File: src/rtl/dmem_arbiter.sv
// Round-robin arbiter sharing the single-port data memory between the CPU (port 0) and a DMA/debug master (port 1).
// Optional grant/stall statistics outputs are enabled by defining DMEM_ARB_STATS_EN.

// Registered read return for one port: one-cycle rvalid pulse, rdata held between reads.
module dmem_arb_rport #(
  parameter int DW = 32
) (
  input  logic          clk,
  input  logic          rst,
  input  logic          gnt,
  input  logic          we,
  input  logic [DW-1:0] mem_rdata,
  output logic          rvalid,
  output logic [DW-1:0] rdata
);
  always_ff @(posedge clk) begin
    if (!rst) begin
      rvalid <= 1'b0;
      rdata  <= '0;
    end else begin
      rvalid <= gnt & ~we;
      if (gnt & ~we) rdata <= mem_rdata;
    end
  end
endmodule

module dmem_arbiter #(
  parameter int AW        = 32,
  parameter int DW        = 32,
  parameter int MAX_BURST = 4
) (
  input  logic          clk,
  input  logic          rst,
  input  logic          m0_req,
  input  logic          m0_we,
  input  logic [AW-1:0] m0_addr,
  input  logic [DW-1:0] m0_wdata,
  output logic          m0_gnt,
  output logic          m0_rvalid,
  output logic [DW-1:0] m0_rdata,
  output logic          m0_stall,
  input  logic          m1_req,
  input  logic          m1_we,
  input  logic [AW-1:0] m1_addr,
  input  logic [DW-1:0] m1_wdata,
  output logic          m1_gnt,
  output logic          m1_rvalid,
  output logic [DW-1:0] m1_rdata,
  output logic [AW-1:0] mem_addr,
  output logic [DW-1:0] mem_wdata,
  output logic          mem_we,
  input  logic [DW-1:0] mem_rdata
`ifdef DMEM_ARB_STATS_EN
  ,
  output logic [31:0]   gnt_cnt0,
  output logic [31:0]   gnt_cnt1,
  output logic [7:0]    max_wait0
`endif
);
  typedef enum logic [1:0] {NONE = 2'd0, P0 = 2'd1, P1 = 2'd2} owner_t;

  localparam logic [3:0] BURST_LIM = 4'(MAX_BURST);

  owner_t     owner, owner_nxt;
  logic [3:0] burst_cnt, burst_nxt, burst_inc;
  logic [1:0] req, we, gnt, rvalid;
  logic [1:0][DW-1:0] rdata;

  assign req = {m1_req, m0_req};
  assign we  = {m1_we, m0_we};

  // Owner keeps the port until the other side has waited out a full burst.
  always_comb begin
    gnt = 2'b00;
    case (owner)
      P0: begin
        if (req[0] && (!req[1] || burst_cnt < BURST_LIM)) gnt = 2'b01;
        else if (req[1])                                  gnt = 2'b10;
      end
      P1: begin
        if (req[1] && (!req[0] || burst_cnt < BURST_LIM)) gnt = 2'b10;
        else if (req[0])                                  gnt = 2'b01;
      end
      default: begin
        if (req[0])      gnt = 2'b01;
        else if (req[1]) gnt = 2'b10;
      end
    endcase
    if (!rst) gnt = 2'b00;
  end

  assign burst_inc = (burst_cnt == 4'hF) ? 4'hF : burst_cnt + 4'd1;

  always_comb begin
    owner_nxt = NONE;
    burst_nxt = 4'd0;
    if (gnt[0]) begin
      owner_nxt = P0;
      burst_nxt = (owner == P0) ? burst_inc : 4'd1;
    end else if (gnt[1]) begin
      owner_nxt = P1;
      burst_nxt = (owner == P1) ? burst_inc : 4'd1;
    end
  end

  always_ff @(posedge clk) begin
    if (!rst) begin
      owner     <= NONE;
      burst_cnt <= 4'd0;
    end else begin
      owner     <= owner_nxt;
      burst_cnt <= burst_nxt;
    end
  end

  assign m0_gnt    = gnt[0];
  assign m1_gnt    = gnt[1];
  assign m0_stall  = m0_req & ~gnt[0];
  assign mem_addr  = gnt[1] ? m1_addr  : m0_addr;
  assign mem_wdata = gnt[1] ? m1_wdata : m0_wdata;
  assign mem_we    = |(gnt & we);

  for (genvar p = 0; p < 2; p++) begin : g_rport
    dmem_arb_rport #(.DW(DW)) u_rport (
      .clk       (clk),
      .rst       (rst),
      .gnt       (gnt[p]),
      .we        (we[p]),
      .mem_rdata (mem_rdata),
      .rvalid    (rvalid[p]),
      .rdata     (rdata[p])
    );
  end

  assign m0_rvalid = rvalid[0];
  assign m1_rvalid = rvalid[1];
  assign m0_rdata  = rdata[0];
  assign m1_rdata  = rdata[1];

`ifdef DMEM_ARB_STATS_EN
  logic [7:0] wait_run, wait_nxt;

  // Length of the current stall run including this cycle.
  assign wait_nxt = m0_stall ? ((wait_run == 8'hFF) ? 8'hFF : wait_run + 8'd1) : 8'd0;

  always_ff @(posedge clk) begin
    if (!rst) begin
      gnt_cnt0  <= '0;
      gnt_cnt1  <= '0;
      wait_run  <= '0;
      max_wait0 <= '0;
    end else begin
      gnt_cnt0  <= gnt_cnt0 + 32'(gnt[0]);
      gnt_cnt1  <= gnt_cnt1 + 32'(gnt[1]);
      wait_run  <= wait_nxt;
      if (wait_nxt > max_wait0) max_wait0 <= wait_nxt;
    end
  end
`endif
endmodule

File: config.mk
export PLATFORM = sky130hd
export DESIGN_NAME = dmem_arbiter
export DESIGN_NICKNAME = d
export VERILOG_FILES = /design/src/rtl/dmem_arbiter.sv
export SDC_FILE = /design/constraint.sdc
export NUM_CORES = 1
export LEC_CHECK = 0
export ABC_AREA = 1
export BUFFER_PORTS_ARGS = -buffer_cell sky130_fd_sc_hd__buf_2
export CORE_UTILIZATION = 30
export CTS_CLUSTER_DIAMETER = 150
export DETAILED_ROUTE_END_ITERATION = 8
export PLACE_DENSITY = 0.67
export REMOVE_ABC_BUFFERS = 1
export SKIP_CTS_REPAIR_TIMING = 1
export SLEW_MARGIN = 15
export SYNTH_ARGS = -nofsm -noshare
export SYNTH_HDL_FRONTEND = slang
export SYNTH_SLANG_ARGS = --single-unit
export TNS_END_PERCENT = 1
File: constraint.sdc
create_clock -name clk -period 2.2 [get_ports clk]
set_input_delay 0.44 -clock clk [delete_from_list [all_inputs] [get_ports clk]]
set_output_delay 0.44 -clock clk [all_outputs]
set_load 0.05 [all_outputs]
==> metrics.txt, run 1 <==
PnR Total Power=0.005127 W; Clock power frac=0.323; Leak Pwr=4.549 nW; core area=13190 um2; Row Count=42; Syn Area/Cell=5.740 um2; Pre-Repair DR Iteration Count=4; fmax=405.4 MHz; CTS tree=built; Vias=5443; Worst Path Required=1.76 ns; GRT overflow=0; Nets=1183; Layout area overhead=77.46%; Synth async-reset ratio=0; Post-Place Worst Slack=-0.1179 ns; minimum clock period=2.467 ns; die area=13960 um2; CP max FO=7; Least-Margin Pin Slew=0.4365 ns; Pwr Density=714.0 nW/um2; synth warn=0; drt via density=4.551; first-pass GRT wire length=23510 um; Starting Density=0.3068; post-synth design cell area=4046 um2; Yosys top cell area share=0.4128; Longest Clk Path Bufs=2; Fin Clk Skew=0.006645 ns; DRT Wirelength=17740 um; CP Capture Type=output port; most common cell in the netlist=nand2_1; gr usage total=0.2143; switching pwr=0.001961 W; Final ANT Viol Nets=0; vias in the first global route=4639; count of state elements after synthesis=72; Post-synth EDFFs=0; H-tree Lvls=3; hold violation total from the final report=0; CTS root buf=clkbuf_16; WHS=0.3071 ns; Hold Crit Class=input pin to flop; Worst-path clk slew=0.06 ns; synth cell count leaders=nand2_1, inv_1, dfxtp_1; final worst slack=-0.2666 ns; internal power=0.003165 W; WP data arrival=2.03 ns; period utilisation layout=1.121; CTS buffer count=9; area leader, netlist=nand2_1; number of remaining DRC errors=0; Seq/Total Area, Yosys=0.3562; DRT iter0 DRCs=371; Comb pwr share=0.396; clk_lat worst skew=0.33 ns; IO buf count=299; setup repair after global routing missed its margin=yes; Setup crit start kind=flop; Rel. slew slack=0.7090; routed len/inst=14.83 um; IR Drop Worst-Case VDD=0.3484 mV; number of setup violations in the final report=67; initial antenna violation count=2; Die W=118.1 um; Mapped Cells=705; Seq pwr share=0.281; setup tns final=-14.37 ns; worst setup path class=flop to output port; DP HPWL=11560 um; failing checks=setup timing; share of layout cells above drive strength 1=0.4181; RePlAce Congestion=0.8942; dpl cells=1166; Yosys cell types=18; Filler cells=1279; TritonCTS Sinks=72; outcome=finished, violations left; Chip Height=118.1 um; Max-Cap Viols=0; largest net degree at the start of global routing=103; Final Max Tran Viols=0; Sw Share=0.3826; leading post-synthesis cells by cell area=nand2_1, dfxtp_1, inv_1; Main synth FF type=dfxtp_1; Finished Layout Cells=1196; I/O pin total=300
## path summary, 6_finish.rpt
| path | from | end | slack, ns | depth (start not counted) |
|---|---|---|---|---|
| worst min register to register | g_rport[0].u_rport.rdata[13] | g_rport[0].u_rport.rdata[13] | 0.52 | 4 |
| worst max register to register | owner[1] | g_rport[0].u_rport.rdata[10] | 0.35 | 11 |
| worst max-delay path | owner[1] | mem_addr[31] | -0.27 | 11 |
| worst min-delay path | mem_rdata[31] | g_rport[0].u_rport.rdata[31] | 0.31 | 3 |
## power by group through the flow
stage	combinational [W]	clock, W	sequential (W)
3_5_place_dp	0.00166	0	0.00147
2_1_floorplan	0.000772	0	0.00176
4_1_cts	0.00166	0.00168	0.00144
5_1_grt	0.00212	0.00173	0.00145
3_3_place_gp	0.00166	0	0.00146
6_report	0.00203	0.00166	0.00144
## stage by stage
stage	util	instance area (um2)
2_1_floorplan	-	3815
4_1_cts	0.4670	6160
5_1_grt	0.5444	7181
3_3_place_gp	0.4412	5819
3_5_place_dp	0.4412	5819
6_report	0.5444	7181
## worst max-delay path, cell delays in order (launching register included)
cell	delay, ns
dfxtp_2	0.32
buf_4	0.14
ha_4	0.28
inv_2	0.05
nand2_2	0.07
nand2_4	0.07
nand2_8	0.17
clkinv_8	0.11
clkbuf_16	0.19
nand2_4	0.06
nand2_2	0.06
buf_8	0.15
## cells by family (layout without fill, tap and decap cells)
| logic type | after synthesis | in the layout | share of synthesized area |
|---|---|---|---|
| and+or+nand+nor | 501 | 501 | 0.4929 |
| buffers and inverters | 123 | 437 | 0.1342 |
| DFF | 72 | 72 | 0.3562 |
| AOI/OAI and AO/OA | 6 | 6 | 0.007419 |
| adders and majority gates | 3 | 3 | 0.009277 |
| other | 0 | 1 | 0 |
## layout by cell type, fill, tap and decap left out
cell       Yosys  final
buf_12         0     10
clkinv_2       0      1
ha_4           0      2
o21ai_4        0      1
nor2_2         1      1
inv_2          1      4
nand2_8        0      1
nand3_1        9      5
clkbuf_16      0     16
inv_6          0      1
nand2_2        2     39
o21ai_2        0      2
bufinv_16      0      2
nand4_1       38     38
o21ai_0        3      2
a21oi_1        1      1
inv_1         81     77
buf_4          8     22
clkbuf_8       0      3
nand3_2        0      4
clkinv_8       0      2
dfxtp_1       72     69
clkinv_1       1      1
dfxtp_2        0      3
buf_8          0     11
nand2_1      445    393
nand2_4        0     14
diode_2        0      1
nor2_1         6      6
buf_6          6     56
buf_2          5    231
ha_1           3      1
## routing by layer
| metal | vias up | global-route usage | wire [um] |
|---|---|---|---|
| li1 | 2727 | - | - |
| met1 | 2415 | 0.2441 | 6693 |
| met2 | 262 | 0.3794 | 9164 |
| met3 | 37 | 0.06757 | 1494 |
| met4 | 2 | 0.06490 | 371 |
| met5 | - | 0 | 13 |
## flip-flops by register name, summed over array words and instances, names as in the netlist
signal	cells
g_rport.u_rport.rdata	64
owner	2
burst_cnt	4
g_rport.u_rport.rvalid	2
## final cells by class
class	count	area [um2]	share of cell area
Timing Repair Buffer	337	2492	0.3471
Multi-Input combinational cell	510	2340	0.3258
Sequential cell	72	1445	0.2013
Inverter	83	324.1	0.04513
Clock buffer	12	266.5	0.03711
Tap cell	176	220.2	0.03067
Clock inverter	4	73.82	0.01028
Timing Repair inverter	1	16.27	0.002265
Antenna cell	1	2.502	0.0003485
Power figures use the tool's default switching activity.
==> run 2: changes to the inputs <==
--- a/config.mk
+++ b/config.mk
@@ -7,11 +7,11 @@
 export LEC_CHECK = 0
 export ABC_AREA = 1
 export BUFFER_PORTS_ARGS = -buffer_cell sky130_fd_sc_hd__buf_2
-export CORE_UTILIZATION = 30
+export CORE_AREA = 2 2 115 117
 export CTS_CLUSTER_DIAMETER = 150
 export DETAILED_ROUTE_END_ITERATION = 8
-export PLACE_DENSITY = 0.67
-export REMOVE_ABC_BUFFERS = 1
+export DIE_AREA = 0 0 117 119
+export PLACE_DENSITY = 0.7
 export SKIP_CTS_REPAIR_TIMING = 1
 export SLEW_MARGIN = 15
 export SYNTH_ARGS = -nofsm -noshare
==> run 2 against run 1 <==
  * Hold slack improved by 0.0093 ns
  * Fmax rose by 2.3%
  * Non-clock buffer count fell by 6
  * Critical path depth rose by 3
  * Clock power rose by 10%
  * First-iteration DRC count rose by 50%
  * Clock skew barely moved
  * Final cell count fell by 0.50%
  * Global-route usage fell by 0.34 points
  * Largest cell class unchanged
  * Sequential power barely moved
  * Highest routed layer is now met4
  * The flow still finishes with violations (setup timing)
  * Critical path type unchanged
==> metrics.txt, run 2 (synthesis results as in run 1) <==
outcome=finished, violations left; Starting Density=0.3143; CTS buffer count=9; IR Drop Worst-Case VDD=0.5154 mV; dpl cells=1163; Vias=5350; DRT iter0 DRCs=558; TritonCTS Sinks=72; core area=12870 um2; period utilisation layout=1.096; Least-Margin Pin Slew=0.9451 ns; Final Max Tran Viols=0; Top Registers=g_rport.u_rport.rdata x64, burst_cnt x4; routed len/inst=14.15 um; Post-Place Worst Slack=-0.07195 ns; vias in the first global route=4498; Pwr Density=742.6 nW/um2; Max-Cap Viols=0; Pre-Repair DR Iteration Count=5; I/O pin total=300; largest net degree at the start of global routing=97; worst setup path class=flop to output port; Worst-path clk slew=0.06 ns; Final ANT Viol Nets=0; Finished Layout Cells=1190; Setup crit start kind=flop; Die W=117 um; GRT overflow=0; Row Count=42; clk_lat worst skew=0.33 ns; first-pass GRT wire length=23090 um; WHS=0.3164 ns; Hold Crit Class=input pin to flop; Leak Pwr=4.484 nW; DP Area=5881 um2; Filler cells=1217; DP HPWL=11710 um; PnR Total Power=0.005251 W; final worst slack=-0.2110 ns; syn_nets=874; RePlAce Congestion=0.9862; CTS root buf=clkbuf_16; Fin Clk Skew=0.006184 ns; CP Capture Type=output port; IO buf count=299; failing checks=setup timing; Rel. slew slack=0.3699; Largest Register=g_rport.u_rport.rdata; H-tree Lvls=3; number of remaining DRC errors=0; die area=13920 um2; drt via density=4.496; CTS tree=built; design area=7071 um2; Chip Height=119 um; Worst Path Required=1.76 ns; Largest register FFs=64; hold violation total from the final report=0; fmax=414.8 MHz; WP data arrival=1.97 ns; setup repair after global routing missed its margin=yes; most frequent cells in the layout=nand2_1, buf_2, inv_1; Longest Clk Path Bufs=2; share of layout cells above drive strength 1=0.4047; CP max FO=8; most common cell after layout, fill and taps aside=nand2_1; gr usage total=0.2109; setup slack, reg-to-reg=0.48 ns; minimum clock period=2.411 ns; initial antenna violation count=1; Layout area overhead=74.74%; Nets=1177; number of setup violations in the final report=66; DRT Wirelength=16840 um
run 2: routing by layer:
layer / vias up / track usage / part of all wire
met4: 0 / 0.05662 / 0.010
li1: 2713 / - / -
met3: 20 / 0.07939 / 0.10
met2: 235 / 0.3223 / 0.47
met5: - / 0 / 0
met1: 2382 / 0.2783 / 0.42
run 2: worst paths after layout:
check,endpoint,startpoint,cells past startpoint
setup / recovery,mem_addr[1],owner[1],14
hold / removal,g_rport[0].u_rport.rdata[5],mem_rdata[5],3
setup reg to reg,g_rport[0].u_rport.rdata[17],owner[1],11
hold reg to reg,g_rport[1].u_rport.rdata[29],g_rport[1].u_rport.rdata[29],4
run 2: report_power, final:
| group | switching [W] | internal [W] | leakage, nW | total (W) |
|---|---|---|---|---|
| Clock | 0.000594 | 0.00123 | 0.178 | 0.00183 |
| Sequential | 0.0000445 | 0.00140 | 0.588 | 0.00144 |
| Combinational | 0.00132 | 0.000664 | 3.72 | 0.00198 |
run 2: final cells by class:
class	instances	area (um2)	share of cell area
diodes	1	2.502	0.0003539
repair inverters	1	16.27	0.002300
inverters	83	324.1	0.04583
multi-input cells	510	2282	0.3228
clock buffers	10	229.0	0.03238
well taps	176	220.2	0.03114
flip-flops and latches	72	1445	0.2044
clock inverters	6	137.6	0.01947
repair buffers	331	2414	0.3414
run 2: critical path: stages (launching register included):
cell,delay [ns]
dfxtp_2,0.34
inv_2,0.05
ha_4,0.15
nand2_2,0.05
inv_2,0.03
nand2_2,0.05
nand2_1,0.05
nand2_1,0.07
nand2_2,0.10
nand2_8,0.17
clkinv_8,0.10
clkbuf_16,0.19
nand2_4,0.08
nand2_4,0.06
buf_12,0.15
run 2: metrics by stage:
stage               utilization  setup TNS [ns]
floorplan                     -         -0.6588
global placement         0.4568         -0.2482
detailed placement       0.4568         -0.8366
CTS                      0.4852          -18.16
global route             0.5492          -16.38
finish                   0.5492          -10.11
